### config.mk
export PLATFORM = sky130hd
export DESIGN_NAME = pc_predict
export DESIGN_NICKNAME = d
export VERILOG_FILES = /design/src/rtl/pc_predict.sv
export SDC_FILE = /design/constraint.sdc
export NUM_CORES = 1
export LEC_CHECK = 0
export BUFFER_PORTS_ARGS = -buffer_cell sky130_fd_sc_hd__buf_2
export CORE_MARGIN = 2
export CORE_UTILIZATION = 51
export CTS_CLUSTER_SIZE = 8
export DETAILED_ROUTE_END_ITERATION = 7
export GPL_TIMING_DRIVEN = 0
export PLACE_DENSITY = 0.85
export SLEW_MARGIN = 5
export SYNTH_ARGS = -nofsm -noshare
export SYNTH_HDL_FRONTEND = slang
export SYNTH_SLANG_ARGS = --single-unit
### constraint.sdc
create_clock -name clk -period 5.9 [get_ports clk]
set_input_delay 0.295 -clock clk [delete_from_list [all_inputs] [get_ports clk]]
set_output_delay 0.295 -clock clk [all_outputs]
set_load 0.01 [all_outputs]
### src/rtl/pc_predict.sv
// pc_predict: fetch-address select plus next-PC predictor with a circular
// return-address stack. Mispredicted jXX and ret corrections bypass the
// registered prediction combinationally; the prediction lands one cycle later.
module pc_predict #(
  parameter int             AW        = 64,
  parameter int             RAS_DEPTH = 8,
  parameter logic [AW-1:0]  RESET_PC  = '0
) (
  input  logic                           clk,
  input  logic                           rst_n,
  input  logic                           f_stall,
  input  logic [3:0]                     f_icode,
  input  logic [AW-1:0]                  f_valC,
  input  logic [AW-1:0]                  f_valP,
  input  logic [3:0]                     m_icode,
  input  logic                           m_cnd,
  input  logic [AW-1:0]                  m_valA,
  input  logic [3:0]                     w_icode,
  input  logic [AW-1:0]                  w_valM,
  output logic [AW-1:0]                  pc,
  output logic [AW-1:0]                  pred_pc,
  output logic [$clog2(RAS_DEPTH+1)-1:0] ras_count,
  output logic                           ras_hit
);

  localparam int PW = (RAS_DEPTH > 1) ? $clog2(RAS_DEPTH) : 1;
  localparam int CW = $clog2(RAS_DEPTH+1);

  localparam logic [3:0] JXX  = 4'h7;
  localparam logic [3:0] CALL = 4'h8;
  localparam logic [3:0] RET  = 4'h9;

  localparam logic [CW-1:0] DEPTH_C = CW'(RAS_DEPTH);

  // Occupancy counter saturates at the stack depth: a push into a full
  // stack overwrites the oldest entry instead of growing the count.
  function automatic logic [CW-1:0] sat_inc(input logic [CW-1:0] cnt);
    return (cnt == DEPTH_C) ? cnt : cnt + CW'(1);
  endfunction

  // Pop never goes below zero; callers only pop when ras_hit, but keep the
  // floor here so the counter cannot wrap under any input combination.
  function automatic logic [CW-1:0] sat_dec(input logic [CW-1:0] cnt);
    return (cnt == '0) ? cnt : cnt - CW'(1);
  endfunction

  logic [AW-1:0] ras_mem [RAS_DEPTH];
  logic [PW-1:0] ras_ptr;
  logic [PW-1:0] top_idx;
  logic          corr_m;
  logic          corr_w;
  logic          corr;
  logic          ras_upd;
  logic          push;
  logic          pop;
  logic [AW-1:0] pred_next;

  // Fetch select: memory-stage mispredict beats write-back ret, else predict.
  always_comb begin
    corr_m = (m_icode == JXX) && !m_cnd;
    corr_w = (w_icode == RET);
    corr   = corr_m || corr_w;
    pc     = pred_pc;
    if (corr_m)      pc = m_valA;
    else if (corr_w) pc = w_valM;
  end

  // Prediction and RAS control; the pointer addresses the next free slot,
  // so the top-of-stack entry sits one below it (mod depth).
  always_comb begin
    top_idx   = ras_ptr - PW'(1);
    ras_hit   = (f_icode == RET) && (ras_count != '0);
    ras_upd   = !f_stall && !corr;
    push      = ras_upd && (f_icode == CALL);
    pop       = ras_upd && ras_hit;
    pred_next = f_valP;
    if ((f_icode == JXX) || (f_icode == CALL)) pred_next = f_valC;
    else if (ras_hit)                          pred_next = ras_mem[top_idx];
  end

  // ---- stage boundary: registered prediction and RAS control state ----
  always_ff @(posedge clk or negedge rst_n) begin
    if (!rst_n) begin
      pred_pc   <= RESET_PC;
      ras_ptr   <= '0;
      ras_count <= '0;
    end else begin
      if (!f_stall) pred_pc <= pred_next;
      if (push) begin
        ras_ptr   <= ras_ptr + PW'(1);
        ras_count <= sat_inc(ras_count);
      end else if (pop) begin
        ras_ptr   <= top_idx;
        ras_count <= sat_dec(ras_count);
      end
    end
  end

  // RAS entry storage carries data only, so it is left out of reset.
  always_ff @(posedge clk) begin
    if (push) ras_mem[ras_ptr] <= f_valP;
  end

endmodule

## Yosys cells after proc, flatten, opt, wreduce, memory -nomap -nowiden

Memory sizes are Yosys's and may differ from the RTL's.
Cells that the tools add are included.

| word-level totals | value |
|---|---|
| logic and storage cells | 42 |
| output and inout bits | 133 |
| flip-flop bits (word level) | 71 |
| memories kept | 1 |
| RAM bits | 512 |
| input port bits | 272 |

| operators by class | value |
|---|---|
| reduce and logical (&&, ||, !) cells | 14 |
| equal/unequal tests | 8 |
| muxes and demuxes | 12 |
| $add $sub $neg | 4 |

Memories:

| memory | depth | bits a word | read ports | clocked after memory_dff | wr ports | line | source |
|---|---|---|---|---|---|---|---|
| ras_mem | 8 | 64 | 1 | 0 | 1 | 47 | `logic [AW-1:0] ras_mem [RAS_DEPTH];` |

Operators by type and width:

| operator | number |
|---|---|
| 64-bit two-way mux | 4 |
| 4-bit == test (second input constant) | 4 |
| 4-bit two-way mux | 4 |
| 4-bit by 3-bit == test with 1-bit output (second input constant) | 2 |
| 3-bit two-way mux | 2 |
| 1-bit logical AND | 5 |
| 4-bit by 1-bit adder with 4-bit output (second input constant) | 1 |
| 4-bit logical NOT | 1 |
| 2-bit != test (second input constant) | 2 |
| 4-bit nonzero test | 1 |
| 4-bit by 1-bit subtractor with 4-bit output (second input constant) | 1 |
| 3-bit by 1-bit adder with 3-bit output (second input constant) | 1 |
| 1-bit logical NOT | 3 |
| 3-bit AND reduction | 1 |
| 3-bit by 1-bit subtractor with 3-bit output (second input constant) | 1 |
| 1-bit logical OR | 2 |
| 1-bit two-way mux | 2 |
| 2-bit nonzero test | 1 |

## Longest topological paths before layout

| depth | value |
|---|---|
| depth in word-level cells | 8 |
| gate-level depth with buffers | 10 |
| depth with buffers taken out | 9 |

## Least setup slack after synthesis

Ideal clock, no wire load.

| path | value |
|---|---|
| kind | reg2reg |
| start | register ras_ptr[0] |
| end | memory ras_mem[0][0] (enable) |
| stages on the path, launching flop included | 6 |
| period minus slack after synthesis | 6.251 ns |
| buffers on the path | 2 |
| slack | -0.351 ns |
| library setup time | 0.565 ns |
| arrival time | 5.686 ns |
| data required time | 5.335 ns |
| path through | dfrtp_1 -> clkinv_1 -> buf_2 -> buf_1 -> nand2_1 -> nor3_1 |

RTL lines:

| item | line | source |
|---|---|---|
| start: declaration | 48 | `logic [PW-1:0] ras_ptr;` |
| start signal: assignment | 90 | `ras_ptr <= ras_ptr + PW'(1);` |
| start signal: assignment | 93 | `ras_ptr <= top_idx;` |
| end: declaration | 47 |  |

No word-level cell before the write port.

## Final worst setup path

| path | value |
|---|---|
| start | register ras_ptr[0] |
| end | register pred_pc[13] |

| between the ends | value |
|---|---|
| longest elaborated chain between the ends | 4 |

Ends and longest elaborated chain:

| item | line | source |
|---|---|---|
| 3-bit by 1-bit subtractor with 3-bit output | 71 | `top_idx = ras_ptr - PW'(1);` |
| memory 8 x 64 bit | -- |  |
| 64-bit two-way mux | 78 | `else if (ras_hit) pred_next = ras_mem[top_idx];` |
| 64-bit two-way mux | 77 | `if ((f_icode == JXX) \|\| (f_icode == CALL)) pred_next = f_valC;` |
| end signal: assignment | 88 | `if (!f_stall) pred_pc <= pred_next;` |
| end: declaration | 21 | `output logic [AW-1:0] pred_pc,` |

No other way between the ends.
A chain may end at the register's enable or synchronous reset.

==> run summary <==
RSZ-0062 raised after global routing: no
CTS tree: done
Initial Util: 51.4%
post-synth top area cell: edfxtp_1
largest net degree at the start of global routing: 43
Synth Instances: 1320
Worst IR Drop VDD: 0.252 mV
CTS root buffer: clkbuf_16
max cap viols: 0
Tightest Pin Transition: 1.40 ns
Fin. Hold Viols: 0
most frequent cell after synthesis: edfxtp_1
Worst setup EP type: flop
Top FF cell, synth: edfxtp_1
first-pass GRT wire length: 98.0 mm
worst reg-to-reg setup slack: 1.63 ns
Tightest Hold Check Type: input port to flop
hold path depth: 3
Final ANT Viol Nets: 0
Worst-path clk slew: 0.05 ns
Overflow after GRT: 0
CTS Buffer Depth: 3
HPWL Detailed: 42.2 mm
#FFs+latches synth: 583
TritonCTS buffer count: 82
antenna violations before repair: 7
IO Pins: 405
Power Dens Cells: 457 nW/µm²
Slew Limit Fails: 0
failing checks: design-rule violations
CORE AREA: 46300 µm²
Rows: 79
fin nets: 2212
Slew HR: 6.69%
per-cell routed wire length: 25.9 µm
clock sink total: 583
port buffer count: 404
fmax: 0.234 GHz
layout cells sized above 1: 35.2%
leak pwr: 0.0113 µW
post-synthesis net count: 1596
PostCTS Resize Cnt: 0
Synth top cells by count: 512 x edfxtp_1, 136 x nand2_1, 128 x mux4_2, 74 x nor2_1, 71 x dfrtp_1
# setup viols final: 0
DR iter-0 viols: 2138
post-synthesis sequential area ratio: 72.1%
GRT Total Usage: 27.9%
via/cell ratio: 6.16
YS warnings: 0
Die Wd: 220 µm
post-route cell area: 30600 µm²
Post-synth EDFFs: 512
syn avg cell area: 18.0 µm²
Clock Skews: 0.0259 ns
final non-filler cell total: 2612
Placement Cell Area: 27200 µm²
Crit Path Max Fanout: 10
die area: 48400 µm²
Worst Setup Start Kind: flop
WP data arrival: 4.70 ns
worst reg-to-reg path cell count: 9
Design Power: 14000 µW
Area growth syn-to-layout: 28.5%
top-area cell type share of the netlist area: 64.6%
Setup TNS: 0 ns
GPL Wtd Cong: 0.765
DRT Pass-1 Iters: 8
min cycle time layout: 4.27 ns
critical path class: flop to flop
final wirelength: 67.7 mm
Distinct cells, synth: 49
H-tree depth: 3
status: finished, violations left
Area contributors post-synth: edfxtp_1 65%, mux4_2 12%, dfrtp_1 7.5%
drt drc: 25
via count: 16092
number of global-route vias before repair: 16244
data required time at the worst endpoint: 6.33 ns
Post-Syn Area: 23800 µm²
final period utilization: 72.4%
dpl cells: 2356
Clock Latency Late Sink: 0.60 ns
asr flop ratio synth: 12.2%
die height: 220 µm
power breakdown:
part | internal [µW] | switching [µW]
Clock | 2630 | 1680
Sequential | 4620 | 123
Combinational | 2450 | 2480
Total | 9700 | 4280
metrics by stage:
stage / util, % / hold WS, ns / setup slack (ns)
3_3_place_gp: 57.5 / 0.520 / -1.57
5_1_grt: 66.1 / 0.0127 / 1.48
4_1_cts: 66.1 / 0.000348 / 1.70
6_report: 66.1 / 0.0192 / 1.63
3_5_place_dp: 58.7 / 0.288 / 1.73
2_1_floorplan: - / -0.000591 / 1.37
per-layer routing:
layer / track usage, % / routed length (µm)
met4: 11.3 / 2510
met3: 5.37 / 6200
met5: 0 / 18
met2: 47.8 / 34300
met1: 35.2 / 24700
critical path: stages, from the launching register on:
cell,delay [ns]
dfrtp_1,0.44
clkinv_1,0.13
buf_2,0.40
buf_1,0.68
ha_1,0.30
clkbuf_1,0.69
clkbuf_1,0.72
mux4_2,0.43
mux2i_1,0.16
o21ai_0,0.14
worst paths after layout:
check / startpoint / to
min: f_valC[38] / pred_pc[38]$_DFFE_PN0N_
max in group asynchronous: rst_n / pred_pc[40]$_DFFE_PN0N_
min in group asynchronous: rst_n / pred_pc[9]$_DFFE_PN0N_
min reg2reg: pred_pc[0]$_DFFE_PN0N_ / pred_pc[0]$_DFFE_PN0N_
max: ras_ptr[0]$_DFFE_PN0P_ / pred_pc[13]$_DFFE_PN0N_
max reg2reg: ras_ptr[0]$_DFFE_PN0P_ / pred_pc[13]$_DFFE_PN0N_
state kept, by name, indices dropped and copies added (netlist names):
| signal | count |
|---|---|
| ras_count | 4 |
| ras_mem | 512 |
| pred_pc | 64 |
| ras_ptr | 3 |
logic make-up (layout without fill, tap and decap cells):
logic type / after synthesis / after routing / share of synthesized area [%]
AOI/OAI and AO/OA: 207 / 207 / 6.22
xor gates and xnor gates: 7 / 7 / 0.289
adders and majority gates: 4 / 4 / 0.210
buffers and inverters: 94 / 775 / 2.20
DFF: 583 / 583 / 72.1
muxes: 194 / 194 / 14.9
other: 0 / 4 / 0
and+or+nand+nor: 231 / 231 / 4.08
cells in the final DEF (no fill, tap or decap), types with 63 or more instances in the layout:
cell,count
edfxtp_1,512
buf_2,417
nand2_1,136
mux4_2,128
dlygate4sd3_1,103
clkbuf_1,100
clkbuf_16,83
dfrtp_1,71
nor2_1,67
a31oi_1,66
mux2i_1,64
a222oi_1,64
o21ai_1,63
layout make-up:
| type | instances | area, µm² |
|---|---|---|
| Sequential cell | 583 | 17200 |
| Fill cell | 2959 | 15700 |
| Multi-Input combinational cell | 643 | 6180 |
| Timing Repair Buffer | 532 | 3580 |
| Clock buffer | 143 | 2300 |
| Tap cell | 607 | 759 |
| Buffer | 89 | 505 |
| Clock inverter | 6 | 67.6 |
| Inverter | 5 | 18.8 |
| Antenna cell | 4 | 10.0 |
what timing repair did:
item / CTS / global route
endpoints found under the setup margin: 0 / 0
setup buffers: 0 / 0
hold buffers: 103 / 0
hold endpoints to repair: 398 / 0
No activity file was read; power rests on OpenSTA's default activity.
